--- config.mk ---
export PLATFORM = sky130hd
export DESIGN_NAME = escalonador_turnos
export DESIGN_NICKNAME = d
export VERILOG_FILES = /design/src/rtl/escalonador_turnos.sv
export SDC_FILE = /design/constraint.sdc
export NUM_CORES = 1
export LEC_CHECK = 0
export ABC_AREA = 0
export CAP_MARGIN = 15
export CORE_MARGIN = 2
export CORE_UTILIZATION = 35
export CTS_CLUSTER_SIZE = 10
export DETAILED_ROUTE_END_ITERATION = 6
export HOLD_SLACK_MARGIN = 0.15
export PLACE_DENSITY = 0.62
export SYNTH_ARGS = -nofsm -noshare
export SYNTH_HDL_FRONTEND = slang
export SYNTH_SLANG_ARGS = --single-unit
--- constraint.sdc ---
create_clock -name clock -period 3.8 [get_ports clock]
set_clock_uncertainty 0.15 [all_clocks]
set_input_delay 0.76 -clock clock [delete_from_list [all_inputs] [get_ports clock]]
set_output_delay 0.76 -clock clock [all_outputs]
set_load 0.01 [all_outputs]
--- src/rtl/escalonador_turnos.sv ---
// escalonador_turnos
// Two-player turn scheduler sitting in front of the shared move datapath.
// It grants the single jogada path to the player whose turn it is and keeps
// one chess-clock budget per player. Moves go to the game control unit one
// at a time through a temJogada/ack handshake. A sticky per-player flag is
// raised when that player's budget runs out.
//
// Ports
//   clock      in   system clock, all state on rising edge
//   reset      in   synchronous active-high reset, returns to OCIOSO
//   iniciar    in   start a game (only looked at in OCIOSO)
//   terminar   in   leave FIM (only looked at in FIM)
//   reqA/reqB  in   player has a move on jogadaA/jogadaB
//   jogadaA/B  in   player moves (square index)
//   ack        in   control unit consumed the presented move
//   temJogada  out  jogada valid, held until ack
//   jogada     out  granted move, holds its last value when not valid
//   vezB       out  0 = A's turn, 1 = B's turn
//   fimA/fimB  out  player timed out, sticky until OCIOSO
//   tempoA/B   out  remaining ticks per player
//   db_estado  out  current state code
//
// state   | code | meaning
// OCIOSO  | 0    | idle, waiting for iniciar
// CARREGA | 1    | load both budgets, clear flags
// VEZ_A   | 2    | A's turn, A's clock runs
// ENVIA_A | 3    | A's move presented, clocks frozen
// VEZ_B   | 4    | B's turn, B's clock runs
// ENVIA_B | 5    | B's move presented, clocks frozen
// FIM     | F    | game over, budgets frozen for display

module escalonador_turnos #(
  parameter int TEMPO_MAX = 30,
  parameter int TICK_DIV  = 1000,
  parameter int WJ        = 6
) (
  input  logic          clock,
  input  logic          reset,
  input  logic          iniciar,
  input  logic          terminar,
  input  logic          reqA,
  input  logic          reqB,
  input  logic [WJ-1:0] jogadaA,
  input  logic [WJ-1:0] jogadaB,
  input  logic          ack,
  output logic          temJogada,
  output logic [WJ-1:0] jogada,
  output logic          vezB,
  output logic          fimA,
  output logic          fimB,
  output logic [7:0]    tempoA,
  output logic [7:0]    tempoB,
  output logic [3:0]    db_estado
);

  localparam int PW = (TICK_DIV > 2) ? $clog2(TICK_DIV) : 1;
  localparam logic [PW-1:0] PRESC_TOP = PW'(TICK_DIV - 1);
  localparam logic [7:0]    TEMPO_INI = 8'(TEMPO_MAX);

  typedef enum logic [3:0] {
    OCIOSO  = 4'h0,
    CARREGA = 4'h1,
    VEZ_A   = 4'h2,
    ENVIA_A = 4'h3,
    VEZ_B   = 4'h4,
    ENVIA_B = 4'h5,
    FIM     = 4'hF
  } estado_t;

  estado_t       estado;
  logic [PW-1:0] presc;
  logic          relogio_ativo;
  logic          tick;

  // The prescaler only runs while a player is thinking.
  always_comb begin
    relogio_ativo = (estado == VEZ_A) || (estado == VEZ_B);
    tick          = relogio_ativo && (presc == PRESC_TOP);
  end

  always_ff @(posedge clock) begin
    if (reset) begin
      estado    <= OCIOSO;
      presc     <= '0;
      temJogada <= 1'b0;
      jogada    <= '0;
      vezB      <= 1'b0;
      fimA      <= 1'b0;
      fimB      <= 1'b0;
      tempoA    <= 8'd0;
      tempoB    <= 8'd0;
    end else begin
      if (relogio_ativo) begin
        presc <= tick ? '0 : presc + PW'(1);
      end

      // Budget decrement saturates; the timeout decision below looks at the
      // registered budget, so FIM follows one cycle after it reaches zero.
      if (tick && estado == VEZ_A && tempoA != 8'd0) tempoA <= tempoA - 8'd1;
      if (tick && estado == VEZ_B && tempoB != 8'd0) tempoB <= tempoB - 8'd1;

      case (estado)
        OCIOSO: begin
          if (iniciar) estado <= CARREGA;
        end
        CARREGA: begin
          tempoA <= TEMPO_INI;
          tempoB <= TEMPO_INI;
          presc  <= '0;
          vezB   <= 1'b0;
          fimA   <= 1'b0;
          fimB   <= 1'b0;
          estado <= VEZ_A;
        end
        VEZ_A: begin
          if (tempoA == 8'd0) begin
            fimA   <= 1'b1;
            estado <= FIM;
          end else if (reqA) begin
            jogada    <= jogadaA;
            temJogada <= 1'b1;
            estado    <= ENVIA_A;
          end
        end
        ENVIA_A: begin
          if (ack) begin
            temJogada <= 1'b0;
            vezB      <= 1'b1;
            presc     <= '0;
            estado    <= VEZ_B;
          end
        end
        VEZ_B: begin
          if (tempoB == 8'd0) begin
            fimB   <= 1'b1;
            estado <= FIM;
          end else if (reqB) begin
            jogada    <= jogadaB;
            temJogada <= 1'b1;
            estado    <= ENVIA_B;
          end
        end
        ENVIA_B: begin
          if (ack) begin
            temJogada <= 1'b0;
            vezB      <= 1'b0;
            presc     <= '0;
            estado    <= VEZ_A;
          end
        end
        FIM: begin
          temJogada <= 1'b0;
          if (terminar) begin
            fimA   <= 1'b0;
            fimB   <= 1'b0;
            estado <= OCIOSO;
          end
        end
        default: begin
          temJogada <= 1'b0;
          estado    <= OCIOSO;
        end
      endcase
    end
  end

  assign db_estado = estado;

endmodule

==> impl_metrics.csv, run 1 <==
group,metric,value,unit
drt,drt_iter0_drc,78,
hold_path,holdPathStages,2,
synthesis,yosysUniqueCellTypes,47,
drt,routed_via_density,4.994,
global_routing,grt_overflow,0,
drt,drtAntennaViolNets,0,
drt,drc_errors,0,
setup_path,critPathMaxFanout,19,
power,leakage,0.9142,nW
cts,cts_hold_buf,0,
power,intPower,927.9,uW
synthesis,synth_warnings,0,
synthesis,yosys.area_share.simple,0.2670,
job,cap_violations,0,
synthesis,synth_compound_area_frac,0.1284,
synthesis,synth_edf_count,0,
global_routing,antenna_found_initial,0,
cells_and_area,syn_to_final_growth,30.35,%
timing,drv_slew,0,
drt,routedWlPerCell,12.98,um
synthesis,synthesis.nets,261,
timing,setup_viol,0,
timing,min_period,2.625,ns
setup_path,cp-start-kind,"flop",
cts,cts_buffers,5,
synthesis,avgSynthCellArea,8.838,sq um
run_status,outcome,"finished clean",
cts,cts_tree,"yes",
floorplan,start_util,0.3580,
synthesis,synth_top_family_by_area,"simple AND/OR/NAND/NOR gates",
timing,period_share,0.6907,
floorplan,die_w,81.36,um
synthesis,muxShareOfSynthArea,0.06033,
drt,routed_wirelength,4685,um
floorplan,rows,28,
hold_path,worstHoldPathType,"flop to flop",
power,p_comb_frac,0.416,
cts,post_cts_buffers,0,
setup_path,path_delay_family,"flip-flops",
hold_path,hp-start,"jogada[2]",
synthesis,synth_flop_cell,"dfxtp_1",
cts,cts_buffer_depth,2,
power,vdd_ir_drop_max,0.2280,mV
timing,worst_pin_slew,0.7135,ns
global_routing,grt_util_all_layers,0.1572,
setup_path,crit_path_top_delay_cell,"dfxtp_1",
setup_path,r2r-end,"db_estado[0]",
setup_path,max_stage_delay,0.75,ns
cts,insertion_delay,0.30,ns
place,gp_congestion,0.7816,
power,p_switching,578.2,uW
setup_path,worst-r2r-cell-count,5,
synthesis,synth_top_area_share,0.3823,
timing,clock.fmax,0.3810,GHz
synthesis,synth_xor_xnor_area_share,0.09200,
synthesis,syn_area,2095,sq um
global_routing,grt_pass1_wl,7962,um
synthesis,syn-instance-count,237,
synthesis,yosysSeqAreaShare,0.3823,
cells_and_area,finalInstanceArea,2730,sq um
power,power_switching_share,0.3839,
timing,hold_viol_final,0,
setup_path,required,2.89,ns
setup_path,path_class,"flop to output port",
drt,vias,1803,
cts,clock-root-buffer,"clkbuf_8",
cells_and_area,fillers,580,
setup_path,r2r-start,"db_estado[1]",
cts,htreeDepth,2,
floorplan,core,5851,sq um
setup_path,critPathArrivalTime,1.71,ns
setup_path,cp-end-kind,"output port",
synthesis,yosysTopAreaCell,"dfxtp_1",
setup_path,path_depth,1,
global_routing,grt_pass1_vias,1708,
setup_path,cp_num_buf_inv,1,
floorplan,die_area,6619,sq um
synthesis,synth_fa_ha_area_frac,0.02987,
hold_path,whs_endpoint,"jogada[2]",
synthesis,synth_most_common_cell,"dfxtp_1",
synthesis,synth_seq_cells,40,
setup_path,path_cells,"clkdlybuf4s50_1",
synthesis,synthTopCellsByCount,"dfxtp_1, nor2_1, xor2_1",
synthesis,async_reset_ff_frac,0,
timing,grt_setup_unrepaired,"no",
place,dpl-instance-area,2649,sq um
power,seq_power_share,0.404,
cells_and_area,finish.net_count,310,
drt,firstDrtPassIters,4,
power,p_per_area,551.7,nW/um^2
cts,clkSlewWorstSetupHoldPaths,0.08,ns
setup_path,worst-r2r-setup-slack,1.28,ns
place,post-dp-hpwl,3423,um
cells_and_area,diodes,0,
timing,fin_setup_tns,0,ns
cts,cts_sinks,40,
power,clockPowerShare,0.180,
global_routing,grt_max_degree,20,
floorplan,io_pins,49,
cells_and_area,post_route_cells_drive_above_1_share,0.07692,
synthesis,synthTopCellsByArea,"dfxtp_1, xor2_1, nor2_1, mux2i_1, nand4_1",
floorplan,die_h,81.36,um
place,port-buffer-count,48,
cts,ctsResizeCount,0,
timing,relSlewSlack,0.5207,
placed cells by master, fill, tap and decap left out, drive strengths merged, types with 2 or more instances in the layout:
cell / n
nor2b: 2
clkbuf: 5
and3: 4
xor2: 19
nor3b: 2
a31oi: 2
mux2: 2
o21ai: 3
clkdlybuf4s50: 48
ha: 5
or3: 2
xnor2: 3
nand3: 7
nor3: 7
nand4: 14
dfxtp: 40
nor4: 2
inv: 7
nand2b: 6
nor4b: 4
nand2: 10
o22ai: 2
a211oi: 7
nor2: 36
buf: 5
a21oi: 18
nand3b: 2
mux2i: 10
metal layers:
| layer | track usage | routed length (um) |
|---|---|---|
| met1 | 0.2008 | 2229 |
| met2 | 0.2467 | 2110 |
| met3 | 0.05111 | 276 |
| met4 | 0.05763 | 69 |
| met5 | 0 | 0 |
through the flow:
step	hold slack [ns]	cells	setup slack [ns]	util	total power, mW
final	0.3525	361	1.175	0.4666	1.506
after global routing	0.3730	361	1.107	0.4666	1.623
after CTS	0.3557	361	1.178	0.4666	1.526
after detailed placement	0.3398	354	1.124	0.4527	1.245
after global placement	0.3231	354	1.213	0.4527	1.242
after floorplan	0.3086	237	1.610	-	1.027
power by group through the flow:
stage / Combinational [mW] / Sequential [mW] / Clock, mW
after global placement: 0.623 / 0.619 / 0
after floorplan: 0.441 / 0.586 / 0
after detailed placement: 0.628 / 0.617 / 0
after global routing: 0.699 / 0.626 / 0.298
after CTS: 0.633 / 0.608 / 0.286
final: 0.626 / 0.609 / 0.272
registers in the layout, indices dropped and copies added (netlist names):
signal	flops
jogada	6
db_estado	4
vezB	1
tempoA	8
temJogada	1
fimB	1
tempoB	8
presc	10
fimA	1
logic make-up after synthesis:
kind of cell / count (synthesis)
AND/OR/NAND/NOR: 102
XOR/XNOR: 22
adder cells (fa/ha/maj): 5
AO/OA/AOI/OAI: 38
flip-flops: 40
buffers and inverters: 18
multiplexers: 12
worst max path at each step:
stage / startpoint / to
CTS: db_estado[0] / db_estado[0]
global placement: reqB / jogada[1]
detailed placement: reqB / jogada[0]
finish: db_estado[0] / db_estado[0]
floorplan: db_estado[0] / db_estado[0]
global route: db_estado[0] / db_estado[0]
final cells by class:
| type | instances | area [sq um] | area share |
|---|---|---|---|
| clock buffers | 5 | 68.82 | 0.02521 |
| inverters | 7 | 26.28 | 0.009624 |
| repair buffers | 53 | 518.0 | 0.1897 |
| flip-flops and latches | 40 | 800.8 | 0.2933 |
| clock inverters | 2 | 12.51 | 0.004583 |
| well taps | 75 | 93.84 | 0.03437 |
| multi-input cells | 179 | 1210 | 0.4432 |
(Power assumes the default switching activity.)
==> run 2, diff against run 1 <==
==> constraint.sdc (replaced) <==
create_clock -name clock -period 2.5 [get_ports clock]
set_clock_uncertainty 0.15 [all_clocks]
set_input_delay 0.5 -clock clock [delete_from_list [all_inputs] [get_ports clock]]
set_output_delay 0.5 -clock clock [all_outputs]
set_load 0.01 [all_outputs]
==> run 2 against run 1 <==
  * First-iteration DRC count decreased by 22%
  * Non-clock buffer count increased by 9
  * Combinational power increased by 74%
  * Via count increased by 4.7%
  * Highest routed layer unchanged
  * Worst hold slack got worse by 0.016 ns
  * Critical endpoint is now db_estado[1]
==> impl_metrics.csv, run 2 (synthesized netlist as in run 1, its figures left out) <==
group,metric,value,unit
setup_path,cp-start-kind,"flop",
setup_path,max_stage_delay,0.55,ns
cells_and_area,top_regs,"presc x10, tempoA x8, tempoB x8",
hold_path,worstHoldPathType,"flop to flop",
setup_path,endpoint,"db_estado[1]",
cells_and_area,mostFrequentLayoutCell,"clkdlybuf4s50_1",
drt,routed_wirelength,4864,um
floorplan,die_area,6619,sq um
drt,drc_errors,0,
floorplan,die_h,81.36,um
job,cap_violations,0,
cts,cts_sinks,40,
setup_path,critPathArrivalTime,1.57,ns
drt,routedWlPerCell,13.22,um
setup_path,crit_start,"db_estado[1]",
timing,worst_pin_slew,0.6201,ns
timing,grt_setup_unrepaired,"no",
power,p_comb_frac,0.469,
setup_path,critPathMaxFanout,9,
power,p_switching,876.7,uW
global_routing,grt_pass1_wl,8383,um
setup_path,worst-r2r-cell-count,6,
place,placedCellCount,363,
drt,vias,1887,
place,gp_congestion,0.7286,
timing,relSlewSlack,0.5828,
power,total_power,2.331,mW
setup_path,crit_path_top_delay_cell,"clkdlybuf4s50_1",
place,port-buffer-count,48,
cells_and_area,top_register,"presc",
power,p_per_area,836.8,nW/um^2
global_routing,grt_util_all_layers,0.1621,
drt,drt_iter0_drc,61,
cells_and_area,final_cells,368,
cells_and_area,fillers,569,
power,seq_power_share,0.367,
setup_path,path_depth,2,
drt,routed_via_density,5.128,
power,leakage,0.9571,nW
setup_path,r2r-end,"presc[2]",
timing,period_share,0.8872,
cells_and_area,layout_common_cells,"clkdlybuf4s50_1, dfxtp_1, nor2_1, xor2_1, a21oi_1",
floorplan,io_pins,49,
setup_path,cp_num_buf_inv,2,
power,vdd_ir_drop_max,0.4159,mV
global_routing,grt_pass1_vias,1884,
setup_path,required,1.85,ns
cts,clkSlewWorstSetupHoldPaths,0.07,ns
setup_path,path_class,"flop to output port",
cells_and_area,syn_to_final_growth,32.97,%
cells_and_area,largest_reg_flops,10,
cts,post_cts_buffers,0,
timing,clock.fmax,0.4509,GHz
cts,cts_buffer_depth,2,
cts,ctsResizeCount,0,
cts,htreeDepth,2,
timing,min_period,2.218,ns
cells_and_area,finish.net_count,319,
run_status,outcome,"finished clean",
floorplan,start_util,0.3580,
global_routing,grt_max_degree,18,
cts,cts_hold_buf,0,
power,intPower,1.454,mW
global_routing,antenna_found_initial,0,
cts,cts_buffers,5,
timing,drv_slew,0,
floorplan,rows,28,
power,clockPowerShare,0.165,
cts,clock-root-buffer,"clkbuf_8",
place,post-dp-hpwl,3663,um
cts,cts_tree,"yes",
hold_path,holdPathStages,2,
setup_path,path_cells,"buf_4 -> clkdlybuf4s50_1",
setup_path,r2r-start,"db_estado[1]",
floorplan,die_w,81.36,um
timing,fin_setup_tns,0,ns
cells_and_area,final-seq-area,800.8,sq um
drt,firstDrtPassIters,4,
cells_and_area,post_route_cells_drive_above_1_share,0.09898,
global_routing,grt_overflow,0,
setup_path,worst-r2r-setup-slack,0.30,ns
timing,setup_viol,0,
floorplan,core,5851,sq um
setup_path,cp-end-kind,"output port",
timing,hold_viol_final,0,
power,power_switching_share,0.3762,
setup_path,path_delay_family,"buffers and inverters",
cts,insertion_delay,0.29,ns
cells_and_area,multi_input_area,1210,sq um
drt,drtAntennaViolNets,0,
cells_and_area,diodes,0,
## run 2: cell types whose count changed in the layout (fill, tap and decap cells not counted)
cell / before / now
buf_4: 5 / 14
clkinv_2: 1 / 0
clkinvlp_4: 1 / 0
## run 2: power by group through the flow
stage | clock network, mW | registers [mW] | logic (mW)
global route | 0.425 | 0.874 | 1.21
CTS | 0.395 | 0.856 | 1.10
detailed placement | 0 | 0.870 | 1.09
global placement | 0 | 0.870 | 1.08
finish | 0.384 | 0.855 | 1.09
floorplan | 0 | 0.891 | 0.670
## run 2: how the worst min path moves through the flow
stage,endpoint,start,slack (ns)
global route,presc[9],presc[9],0.38
finish,presc[9],presc[9],0.34
global placement,fimB,fimB,0.32
floorplan,presc[9],presc[9],0.31
detailed placement,presc[9],presc[9],0.33
CTS,presc[9],presc[9],0.34
## run 2: worst reg2reg max path, stage by stage (launching register included)
cell and delay, ns:
dfxtp_1 0.50, nand2b_1 0.18, a211oi_1 0.50, buf_4 0.27, nand2_1 0.08, nand3b_1 0.30
nor2_1 0.10
## run 2: area by class of cell
class | instances | area share
clock buffer | 5 | 0.02471
inverter | 7 | 0.009434
multi-input combinational | 179 | 0.4344
sequential | 40 | 0.2875
tap | 75 | 0.03369
timing repair buffer | 62 | 0.2102
## run 2: per-stage QoR
stage | setup WS (ns) | area, sq um | utilization | hold slack (ns)
2_1_floorplan | 0.3104 | 2095 | - | 0.3086
3_3_place_gp | 0.1745 | 2716 | 0.4643 | 0.3225
3_5_place_dp | 0.1315 | 2716 | 0.4643 | 0.3273
4_1_cts | 0.2070 | 2785 | 0.4760 | 0.3389
5_1_grt | 0.05435 | 2785 | 0.4760 | 0.3846
6_report | 0.2821 | 2785 | 0.4760 | 0.3360
## run 2: layer usage
| metal | track usage | up-vias | wire (um) |
|---|---|---|---|
| li1 | - | 958 | - |
| met1 | 0.1845 | 875 | 2116 |
| met2 | 0.2877 | 48 | 2359 |
| met3 | 0.05556 | 6 | 336 |
| met4 | 0.04237 | 0 | 51 |
| met5 | 0 | - | 0 |
==> run 3, diff against run 2 <==
--- a/config.mk
+++ b/config.mk
@@ -11,7 +11,7 @@
 export CORE_UTILIZATION = 35
 export CTS_CLUSTER_SIZE = 10
 export DETAILED_ROUTE_END_ITERATION = 6
-export HOLD_SLACK_MARGIN = 0.15
+export HOLD_SLACK_MARGIN = 0.12
 export PLACE_DENSITY = 0.62
 export SYNTH_ARGS = -nofsm -noshare
 export SYNTH_HDL_FRONTEND = slang
==> results of run 3 <==
Same layout as run 2: the final DEF is identical, and so are final timing and power.
